===== config.mk =====
export PLATFORM = sky130hd
export DESIGN_NAME = thin_window_feeder
export DESIGN_NICKNAME = d
export VERILOG_FILES = /design/src/rtl/thin_window_feeder.sv
export SDC_FILE = /design/constraint.sdc
export NUM_CORES = 1
export LEC_CHECK = 0
export ABC_AREA = 1
export CORE_ASPECT_RATIO = 0.7
export CORE_MARGIN = 5
export CORE_UTILIZATION = 50
export DETAILED_ROUTE_END_ITERATION = 10
export GPL_ROUTABILITY_DRIVEN = 0
export PLACE_DENSITY = 0.69
export SLEW_MARGIN = 25
export SYNTH_ARGS = -nofsm -noshare
export SYNTH_HDL_FRONTEND = slang
export SYNTH_SLANG_ARGS = --single-unit

===== constraint.sdc =====
create_clock -name clk -period 11.8 [get_ports clk]
set_input_delay 1.77 -clock clk [delete_from_list [all_inputs] [get_ports clk]]
set_output_delay 1.77 -clock clk [all_outputs]
set_load 0.01 [all_outputs]

===== src/rtl/thin_window_feeder.sv =====
// Three-row window feeder for the thinning datapath: two line buffers hold rows r-2 and r-1,
// the incoming word is row r, and a single output register carries the aligned window.
module thin_window_feeder #(
    parameter int WORDS_PER_LINE = 8,
    parameter int LINES          = 8,
    parameter int DATA_W         = 32
) (
    input  logic                              clk,
    input  logic                              reset,
    input  logic [DATA_W-1:0]                 in_data,
    input  logic                              in_valid,
    input  logic                              in_sof,
    output logic                              in_ready,
    output logic [DATA_W-1:0]                 out_top,
    output logic [DATA_W-1:0]                 out_center,
    output logic [DATA_W-1:0]                 out_bottom,
    output logic [$clog2(WORDS_PER_LINE)-1:0] out_col,
    output logic                              out_eol,
    output logic                              out_eof,
    output logic                              out_valid,
    input  logic                              out_ready
);

    localparam int CW = $clog2(WORDS_PER_LINE);
    localparam int RW = $clog2(LINES);
    localparam logic [CW-1:0] LAST_COL = CW'(WORDS_PER_LINE - 1);
    localparam logic [RW-1:0] LAST_ROW = RW'(LINES - 1);
    localparam logic [RW-1:0] FILL_END = RW'(1);

    typedef enum logic [1:0] {IDLE, FILL, STREAM} state_t;

    state_t          state_q, state_d;
    logic [CW-1:0]   col_q, col_d;
    logic [RW-1:0]   row_q, row_d;
    logic [DATA_W-1:0] lb0_q [WORDS_PER_LINE];
    logic [DATA_W-1:0] lb1_q [WORDS_PER_LINE];

    logic            accept;
    logic            lb_we;
    logic            win_load;
    logic [CW-1:0]   wr_col;

    logic [DATA_W-1:0] top_q, center_q, bottom_q;
    logic [CW-1:0]   win_col_q;
    logic            eol_q, eof_q, valid_q;

    assign in_ready = (state_q == IDLE) || !valid_q || out_ready;
    assign accept   = in_valid && in_ready;

    always_comb begin
        state_d  = state_q;
        col_d    = col_q;
        row_d    = row_q;
        lb_we    = 1'b0;
        win_load = 1'b0;
        wr_col   = in_sof ? '0 : col_q;
        if (accept) begin
            if (in_sof) begin
                // a start-of-frame word is always row 0, col 0, whatever the current state
                state_d = FILL;
                col_d   = CW'(1);
                row_d   = '0;
                lb_we   = 1'b1;
            end else if (state_q != IDLE) begin
                lb_we    = 1'b1;
                win_load = (state_q == STREAM);
                if (col_q == LAST_COL) begin
                    col_d = '0;
                    row_d = row_q + RW'(1);
                    if (state_q == FILL && row_q == FILL_END) begin
                        state_d = STREAM;
                    end else if (state_q == STREAM && row_q == LAST_ROW) begin
                        state_d = IDLE;
                        row_d   = '0;
                    end
                end else begin
                    col_d = col_q + CW'(1);
                end
            end
        end
    end

    // stage boundary: control state and the output window register
    always_ff @(posedge clk) begin
        if (reset) begin
            state_q   <= IDLE;
            col_q     <= '0;
            row_q     <= '0;
            valid_q   <= 1'b0;
            top_q     <= '0;
            center_q  <= '0;
            bottom_q  <= '0;
            win_col_q <= '0;
            eol_q     <= 1'b0;
            eof_q     <= 1'b0;
        end else begin
            state_q <= state_d;
            col_q   <= col_d;
            row_q   <= row_d;
            if (win_load) begin
                valid_q   <= 1'b1;
                top_q     <= lb1_q[wr_col];
                center_q  <= lb0_q[wr_col];
                bottom_q  <= in_data;
                win_col_q <= col_q;
                eol_q     <= (col_q == LAST_COL);
                eof_q     <= (col_q == LAST_COL) && (row_q == LAST_ROW);
            end else if (out_ready) begin
                valid_q <= 1'b0;
            end
        end
    end

    // line buffers are never read before FILL rewrites them, so they carry no reset
    always_ff @(posedge clk) begin
        if (lb_we) begin
            lb1_q[wr_col] <= lb0_q[wr_col];
            lb0_q[wr_col] <= in_data;
        end
    end

    assign out_top    = top_q;
    assign out_center = center_q;
    assign out_bottom = bottom_q;
    assign out_col    = win_col_q;
    assign out_eol    = eol_q;
    assign out_eof    = eof_q;
    assign out_valid  = valid_q;

endmodule


Word-level counts from Yosys, hierarchy flattened
Memories as Yosys holds them, arrays and structs flattened. A register that Yosys moved wholly into a read port is not among the register bits.
Cells that the tools add are included.
Widths: inputs -> output; s select.
{"block": "totals", "register_bits": 78, "ram_bits": 512, "in_bits": 37, "word_cells": 58, "n_memories": 2}
{"block": "op_classes", "add_sub_neg": 2, "eq_ne": 5, "muxes": 24, "n_reduce_logical": 16}
{"memory": "lb0_q", "depth": 8, "width": 32, "read_ports": 1, "rd_clocked_by_memory_dff": 0, "wr": 1, "line_no": "35", "rtl": "logic [DATA_W-1:0] lb0_q [WORDS_PER_LINE];"}
{"memory": "lb1_q", "depth": 8, "width": 32, "read_ports": 1, "rd_clocked_by_memory_dff": 1, "wr": 1, "line_no": "36", "rtl": "logic [DATA_W-1:0] lb1_q [WORDS_PER_LINE];"}
{"cell": "$mux 3", "n": 9}
{"cell": "$mux 1", "n": 10}
{"cell": "$mux 2", "n": 5}
{"cell": "$reduce_bool 2->1", "n": 4}
{"cell": "$add 3x1->3 const B", "n": 2}
{"cell": "$eq 3x3->1 const B", "n": 2}
{"cell": "$logic_and 1x1->1", "n": 4}
{"cell": "$reduce_and 4->1", "n": 1}
{"cell": "$eq 3x1->1 const B", "n": 1}
{"cell": "$reduce_and 3->1", "n": 1}
{"cell": "$reduce_bool 3->1", "n": 1}
{"cell": "$eq 2x1->1 const B", "n": 1}
{"cell": "$eq 2x2->1 const B", "n": 1}
{"cell": "$logic_not 2->1", "n": 1}
{"cell": "$logic_or 1x1->1", "n": 2}
{"cell": "$reduce_and 2->1", "n": 1}
{"cell": "$logic_not 1->1", "n": 1}

Longest topological paths before layout
Gate-level depths: netlist of run 1.
{"block": "logic_depth", "ltp_word": 7, "mapped_depth": 12, "mapped_depth_nobuf": 10}

Worst setup path after synthesis of run 1
OpenSTA, ideal clock, no wires.
{"block": "synth_path", "path_kind": "input to register", "from": "in out_ready", "to": "mem lb0_q[2][0] (enable)", "setup_time_ps": 644, "t_arrival_ps": 8509, "required_time_ps": 11156, "path_slack_ps": 2647, "path_stages": 7, "cell_sequence": "nor2_1 -> nand2_1 -> nand2_1 -> nor2_1 -> inv_1 -> buf_2 -> nor4_1"}
{"block": "synth_between", "elab_chain_cells": 5}
{"element": "start, declared", "line_no": "21", "rtl": "input logic out_ready"}
{"element": "$logic_or 1x1->1", "line_no": "47", "rtl": "assign in_ready = (state_q == IDLE) || !valid_q || out_ready;"}
{"element": "via in_ready", "line_no": "13", "rtl": "output logic in_ready,"}
{"element": "$logic_and 1x1->1", "line_no": "48", "rtl": "assign accept = in_valid && in_ready;"}
{"element": "$mux 1", "line_no": "57", "rtl": "if (accept) begin"}
{"element": "$mux 1", "line_no": "116", "rtl": "if (lb_we) begin"}
{"element": "$mux 1 (implied by the code)", "line_no": "118", "rtl": "lb0_q[wr_col] <= in_data;"}
{"element": "end, declared", "line_no": "35"}
The timed path passes the listed nets, and every way through them passes these cells.

Worst setup path after layout of run 1
{"block": "layout_path", "from": "in in_sof", "to": "mem lb1_q[1][12] (data pin)"}
{"block": "layout_between", "elab_chain_cells": 2}
{"element": "start, declared", "line_no": "12", "rtl": "input logic in_sof,"}
{"element": "$mux 3", "line_no": "56", "rtl": "wr_col = in_sof ? '0 : col_q;"}
{"element": "$mem_v2 8x32"}
{"element": "end, declared", "line_no": "36"}
No other way between the ends.

==> results of run 1 <==
worst max path at each step:
stage	start	end	slack (ns)	depth (start not counted)
after floorplan	out_ready	lb0_q[2][0]	2.65	7
after global placement	in_sof	lb1_q[3][12]	5.98	11
after detailed placement	in_sof	lb1_q[4][3]	5.91	11
after CTS	in_sof	lb1_q[2][12]	6.51	11
after global routing	in_sof	lb1_q[2][9]	6.16	11
final	in_sof	lb1_q[1][12]	6.43	11
area by class of cell:
class / count / share of cell area, %
clock buffer: 83 / 5.61
clock inverter: 23 / 0.752
multi-input combinational: 1392 / 21.6
timing repair buffer: 171 / 5.86
sequential: 622 / 61.1
tap: 665 / 2.89
inverter: 166 / 2.18
stage by stage:
stage               hold WS [ns]  area [um^2]  setup slack [ns]  total power, mW
floorplan                  0.457        25000              2.65             2.57
global placement           0.450        26900              5.98             2.64
global route               0.513        28800              6.16             4.56
detailed placement         0.457        26900              5.91             2.64
CTS                        0.467        28700              6.51             4.44
finish                     0.465        28800              6.43             4.41
cell usage after synthesis:
| cell | instances |
|---|---|
| o21a_1 | 32 |
| buf_4 | 8 |
| o21ai_1 | 3 |
| dfxtp_1 | 110 |
| buf_6 | 1 |
| nand2_1 | 792 |
| nor3_1 | 3 |
| nand2_4 | 2 |
| clkbuf_1 | 35 |
| clkinv_1 | 1 |
| nand4_1 | 1 |
| ha_1 | 5 |
| a21oi_1 | 38 |
| or2_2 | 1 |
| inv_1 | 161 |
| o211ai_1 | 69 |
| buf_2 | 83 |
| nand3_1 | 236 |
| nor2_2 | 3 |
| nor4_1 | 6 |
| nor2_1 | 133 |
| o21ai_0 | 66 |
| nand2_2 | 1 |
| inv_2 | 4 |
| nand3b_1 | 1 |
| buf_1 | 9 |
| edfxtp_1 | 512 |
metal layers:
metal	part of all wire, %	up-vias	wire length, um	GRT usage (%)
met3	7.8	99	4710	4.15
met1	43	7984	25600	29.6
met4	2.3	0	1420	6.16
met5	0	-	0	0
met2	47	610	28500	36.4
li1	-	7983	-	-
flip-flops by register name (all words and copies together) (netlist names):
name        flops
out_valid       1
lb0_q         256
lb1_q         256
out_bottom     32
col_q           3
state_q         2
out_eof         1
out_eol         1
row_q           3
out_center     32
out_top        32
out_col         3
critical path: stages:
cell and delay [ns]:
clkdlybuf4s50_1 0.65, inv_4 0.25, nand2_4 0.81, buf_4 0.81, buf_4 0.66, nand2_1 0.13, nand2_1 0.11, nand2_1 0.06
nand2_1 0.09, nand2_1 0.06, nand2_1 0.27
kinds of logic (layout without fill, tap and decap cells):
kind of cell,Yosys count,count (layout),synth area share [%]
AND/OR/NAND/NOR,1179,1179,19.1
flip-flops,622,622,70.4
buffers and inverters,302,443,5.10
AO/OA/AOI/OAI,208,208,5.18
adder cells (fa/ha/maj),5,5,0.250
power groups by stage:
| stage | clock network, mW | logic [mW] | registers, mW |
|---|---|---|---|
| after global placement | 0 | 0.177 | 2.46 |
| final | 1.81 | 0.182 | 2.41 |
| after detailed placement | 0 | 0.182 | 2.46 |
| after floorplan | 0 | 0.111 | 2.46 |
| after CTS | 1.84 | 0.183 | 2.41 |
| after global routing | 1.95 | 0.204 | 2.41 |
==> results.sh, run 1 <==
export IMPL_cts_resized=0
export IMPL_drt_wirelength_per_cell_um=19.3
export IMPL_synth_top_area_cell="edfxtp_1"
export IMPL_startpoint_type="primary input"
export IMPL_synth_seq_cells=622
export IMPL_yosysTopAreaCellShare_pct=61.5
export IMPL_final_cell_mix="nand2_1, edfxtp_1, nand3_1"
export IMPL_grt_max_degree=103
export IMPL_switching_share_pct=20.9
export IMPL_critPathArrivalTime_ns=5.76
export IMPL_postCtsHoldBufs=0
export IMPL_dieArea_um2=54600
export IMPL_hold_viol_final=0
export IMPL_slew_viol_final=0
export IMPL_routed_via_density=5.34
export IMPL_area_delta_synth_final_pct=15.2
export IMPL_maxSlewHeadroom_pct=30.1
export IMPL_dp_hpwl_mm=33.0
export IMPL_start_util_pct=50.6
export IMPL_p_switching_mw=0.923
export IMPL_p_leak_nw=11.5
export IMPL_synth_nets=2358
export IMPL_postCtsSetupBuffers=0
export IMPL_synth_area_leaders="edfxtp_1, nand2_1, dfxtp_1"
export IMPL_fin_util_pct=58.3
export IMPL_max_freq_mhz=186
export IMPL_regArea_um2=17600
export IMPL_tightest_slew_ns=1.05
export IMPL_initialDrtViolationCount=1797
export IMPL_clk_latency_ns=0.59
export IMPL_die_y_um=197
export IMPL_htree_levels=2
export IMPL_core_area_um2=49300
export IMPL_syn_area_um2=25000
export IMPL_cts_tree="yes"
export IMPL_drcViolationCount=0
export IMPL_grt_usage_pct=21.7
export IMPL_min_path_type="register to register"
export IMPL_instances_no_fill=3122
export IMPL_fillers=3970
export IMPL_dr_pass1_iters=5
export IMPL_num_io_pins=140
export IMPL_multi_input_area_um2=6220
export IMPL_pwr_share_seq_pct=54.8
export IMPL_reg2reg_depth=10
export IMPL_required_ns=12.19
export IMPL_n_antenna_cell=0
export IMPL_ys_seq_area_share_pct=70.4
export IMPL_gr_total_overflow=0
export IMPL_cts_root_buf="clkbuf_16"
export IMPL_max_cap_violations=0
export IMPL_path_class="primary input to register"
export IMPL_status="completed"
export IMPL_setup_viol=0
export IMPL_hp_start="out_eol"
export IMPL_synth_cell_type_count=27
export IMPL_r2r_end="out_center[1]"
export IMPL_yosys_warnings=0
export IMPL_die_x_um=277
export IMPL_worstReg2RegStart="state_q[1]"
export IMPL_post_route_period_util_pct=45.5
export IMPL_syn_avg_cell_area_um2=10.8
export IMPL_worstHoldPathCells=2
export IMPL_intPower_mw=3.48
export IMPL_clk_pin_slew_ns=0.06
export IMPL_drive_above_1_share_pct=5.74
export IMPL_rows=68
export IMPL_ant_nets=0
export IMPL_synthCells=2316
export IMPL_antenna_found_initial=0
export IMPL_ir_drop_mv=0.117
export IMPL_io_buffers=139
export IMPL_holdPathEnd="out_eol"
export IMPL_p_comb_share_pct=4.1
export IMPL_cts_sinks=622
export IMPL_clockBufferDepth=3
export IMPL_rrSetupSlack_ns=7.98
export IMPL_finClkSkew_ns=0.0101
export IMPL_period_needed_ns=5.37
export IMPL_dp_cells=3014
export IMPL_powerDensity_nw_per_um2=153
export IMPL_dr_total_vias=16700
export IMPL_final_common_cell="nand2_1"
export IMPL_crit_path_max_fanout=94
export IMPL_nNetsFinal=2451
export IMPL_setup_tns_ns=0
export IMPL_grt_setup_unrepaired="false"
export IMPL_endpoint_kind="register"
export IMPL_grt_pass1_wl_mm=93.6
export IMPL_cts_buffers=56
export IMPL_grt_pass1_vias=16400
export IMPL_drt_total_wl_mm=60.2
export IMPL_p_clk_share_pct=41.1
Power figures use the tool's default switching activity.
==> run 2: changes to the inputs <==
Settings changed: PLACE_DENSITY 0.69 to 0.71.
Clock period 11.8 ns to 4.81 ns, I/O delays scaled along.
==> results.sh, run 2 (synthesis results as in run 1) <==
export IMPL_area_delta_synth_final_pct=16.9
export IMPL_dieArea_um2=54600
export IMPL_holdWs_ns=0.467
export IMPL_grt_max_degree=118
export IMPL_critPathBufInv=4
export IMPL_worstReg2RegStart="state_q[1]"
export IMPL_crit_top_cell="nand2_1"
export IMPL_fin_ws_ns=1.56
export IMPL_gr_total_overflow=0
export IMPL_reg2reg_depth=8
export IMPL_final_common_cell="nand2_1"
export IMPL_n_antenna_cell=0
export IMPL_crit_path_max_fanout=69
export IMPL_hold_viol_final=0
export IMPL_r2r_end="lb1_q[4][13]"
export IMPL_grt_pass1_vias=16800
export IMPL_antenna_found_initial=0
export IMPL_cts_root_buf="clkbuf_16"
export IMPL_dr_total_vias=17100
export IMPL_clockBufferDepth=3
export IMPL_core_area_um2=49300
export IMPL_routed_via_density=5.45
export IMPL_p_comb_share_pct=4.2
export IMPL_period_needed_ns=3.25
export IMPL_grt_setup_unrepaired="false"
export IMPL_ant_nets=0
export IMPL_maxSlewHeadroom_pct=35.0
export IMPL_cts_tree="yes"
export IMPL_max_freq_mhz=307
export IMPL_cts_sinks=622
export IMPL_tightest_slew_ns=0.975
export IMPL_slew_viol_final=0
export IMPL_rows=68
export IMPL_worstHoldPathCells=2
export IMPL_io_buffers=139
export IMPL_critPathMaxStageDelay_ns=0.66
export IMPL_postCtsSetupBuffers=0
export IMPL_reg_top3="lb0_q: 256 flops, lb1_q: 256 flops"
export IMPL_dp_slack_ns=1.01
export IMPL_final_cell_mix="nand2_1, edfxtp_1, nand3_1"
export IMPL_setup_viol=0
export IMPL_path_class="primary input to register"
export IMPL_dr_pass1_iters=5
export IMPL_drt_wirelength_per_cell_um=20.0
export IMPL_rrSetupSlack_ns=1.90
export IMPL_grt_usage_pct=22.9
export IMPL_postCtsHoldBufs=0
export IMPL_p_clk_share_pct=42.4
export IMPL_clk_pin_slew_ns=0.06
export IMPL_critPathSlowestCell="buf_4"
export IMPL_fillers=3919
export IMPL_critical_path_cell_chain="clkdlybuf4s50_1, inv_4, buf_4, buf_4, nand3_1, nand2_1, nand2_1, nand2_1, nand2_1, nand2_1"
export IMPL_p_leak_nw=11.6
export IMPL_die_x_um=277
export IMPL_pwr_share_seq_pct=53.5
export IMPL_dp_hpwl_mm=36.0
export IMPL_drt_total_wl_mm=62.9
export IMPL_critPathArrivalTime_ns=3.63
export IMPL_powerDensity_nw_per_um2=379
export IMPL_max_cap_violations=0
export IMPL_htree_levels=2
export IMPL_critical_path_top_delay_family="buffers and inverters"
export IMPL_ir_drop_mv=0.258
export IMPL_cts_resized=0
export IMPL_drive_above_1_share_pct=6.82
export IMPL_drcViolationCount=0
export IMPL_initialDrtViolationCount=1897
export IMPL_switching_share_pct=21.4
export IMPL_min_path_type="register to register"
export IMPL_startpoint_type="primary input"
export IMPL_num_io_pins=140
export IMPL_nNetsFinal=2470
export IMPL_cts_buffers=58
export IMPL_die_y_um=197
export IMPL_holdPathEnd="out_eol"
export IMPL_instances_no_fill=3142
export IMPL_dp_cells=3033
export IMPL_start_util_pct=50.6
export IMPL_finClkSkew_ns=0.0216
export IMPL_required_ns=5.18
export IMPL_hp_start="out_eol"
export IMPL_intPower_mw=8.70
export IMPL_p_switching_mw=2.37
export IMPL_post_route_period_util_pct=67.6
export IMPL_endpoint_kind="register"
export IMPL_clk_latency_ns=0.60
export IMPL_grt_pass1_wl_mm=98.5
export IMPL_status="completed"
==> run 2: cell type report <==
class / count / area, um^2 / area share (%)
well taps: 665 / 832 / 2.85
clock inverters: 36 / 369 / 1.26
inverters: 166 / 627 / 2.15
multi-input cells: 1392 / 6260 / 21.4
flip-flops and latches: 622 / 17600 / 60.2
clock buffers: 73 / 1600 / 5.48
repair buffers: 188 / 1940 / 6.64
==> run 2: worst max path at each step <==
| stage | from | to | slack [ns] | depth (start not counted) |
|---|---|---|---|---|
| CTS | in_sof | lb1_q[6][31] | 1.59 | 10 |
| floorplan | out_ready | lb0_q[0][0] | -1.53 | 7 |
| global placement | in_sof | lb1_q[0][31] | 1.08 | 6 |
| detailed placement | in_sof | lb1_q[2][31] | 1.01 | 10 |
| global route | in_sof | lb1_q[1][14] | 1.30 | 10 |
| finish | in_sof | lb1_q[1][14] | 1.56 | 10 |
==> run 2: power by group through the flow <==
stage | clock, mW | sequential (mW) | combinational [mW]
finish | 4.69 | 5.92 | 0.461
global route | 5.00 | 5.92 | 0.514
CTS | 4.75 | 5.92 | 0.464
detailed placement | 0 | 6.04 | 0.460
global placement | 0 | 6.04 | 0.446
floorplan | 0 | 6.03 | 0.274
==> run 2: routing by layer <==
layer	wire, um	vias up	global-route usage [%]
met5	0	-	0
met4	1410	0	5.85
met3	5550	104	4.14
met2	29300	760	37.2
met1	26700	8238	32.6
li1	-	8030	-
==> run 2: worst reg2reg max path: cells and delay by family, from the launching register on <==
kind          cells  cell delay, ns
buf+inv           3            0.85
flops             1            0.36
simple gates      5            1.39
==> run 2: through the flow <==
stage / setup TNS [ns] / instance area [um^2] / power (mW) / utilization [%]
after floorplan: -424.49 / 25000 / 6.31 / -
after global placement: 0 / 27200 / 6.48 / 55.2
after detailed placement: 0 / 27200 / 6.50 / 55.2
after CTS: 0 / 29200 / 11.1 / 59.2
after global routing: 0 / 29200 / 11.4 / 59.2
final: 0 / 29200 / 11.1 / 59.2
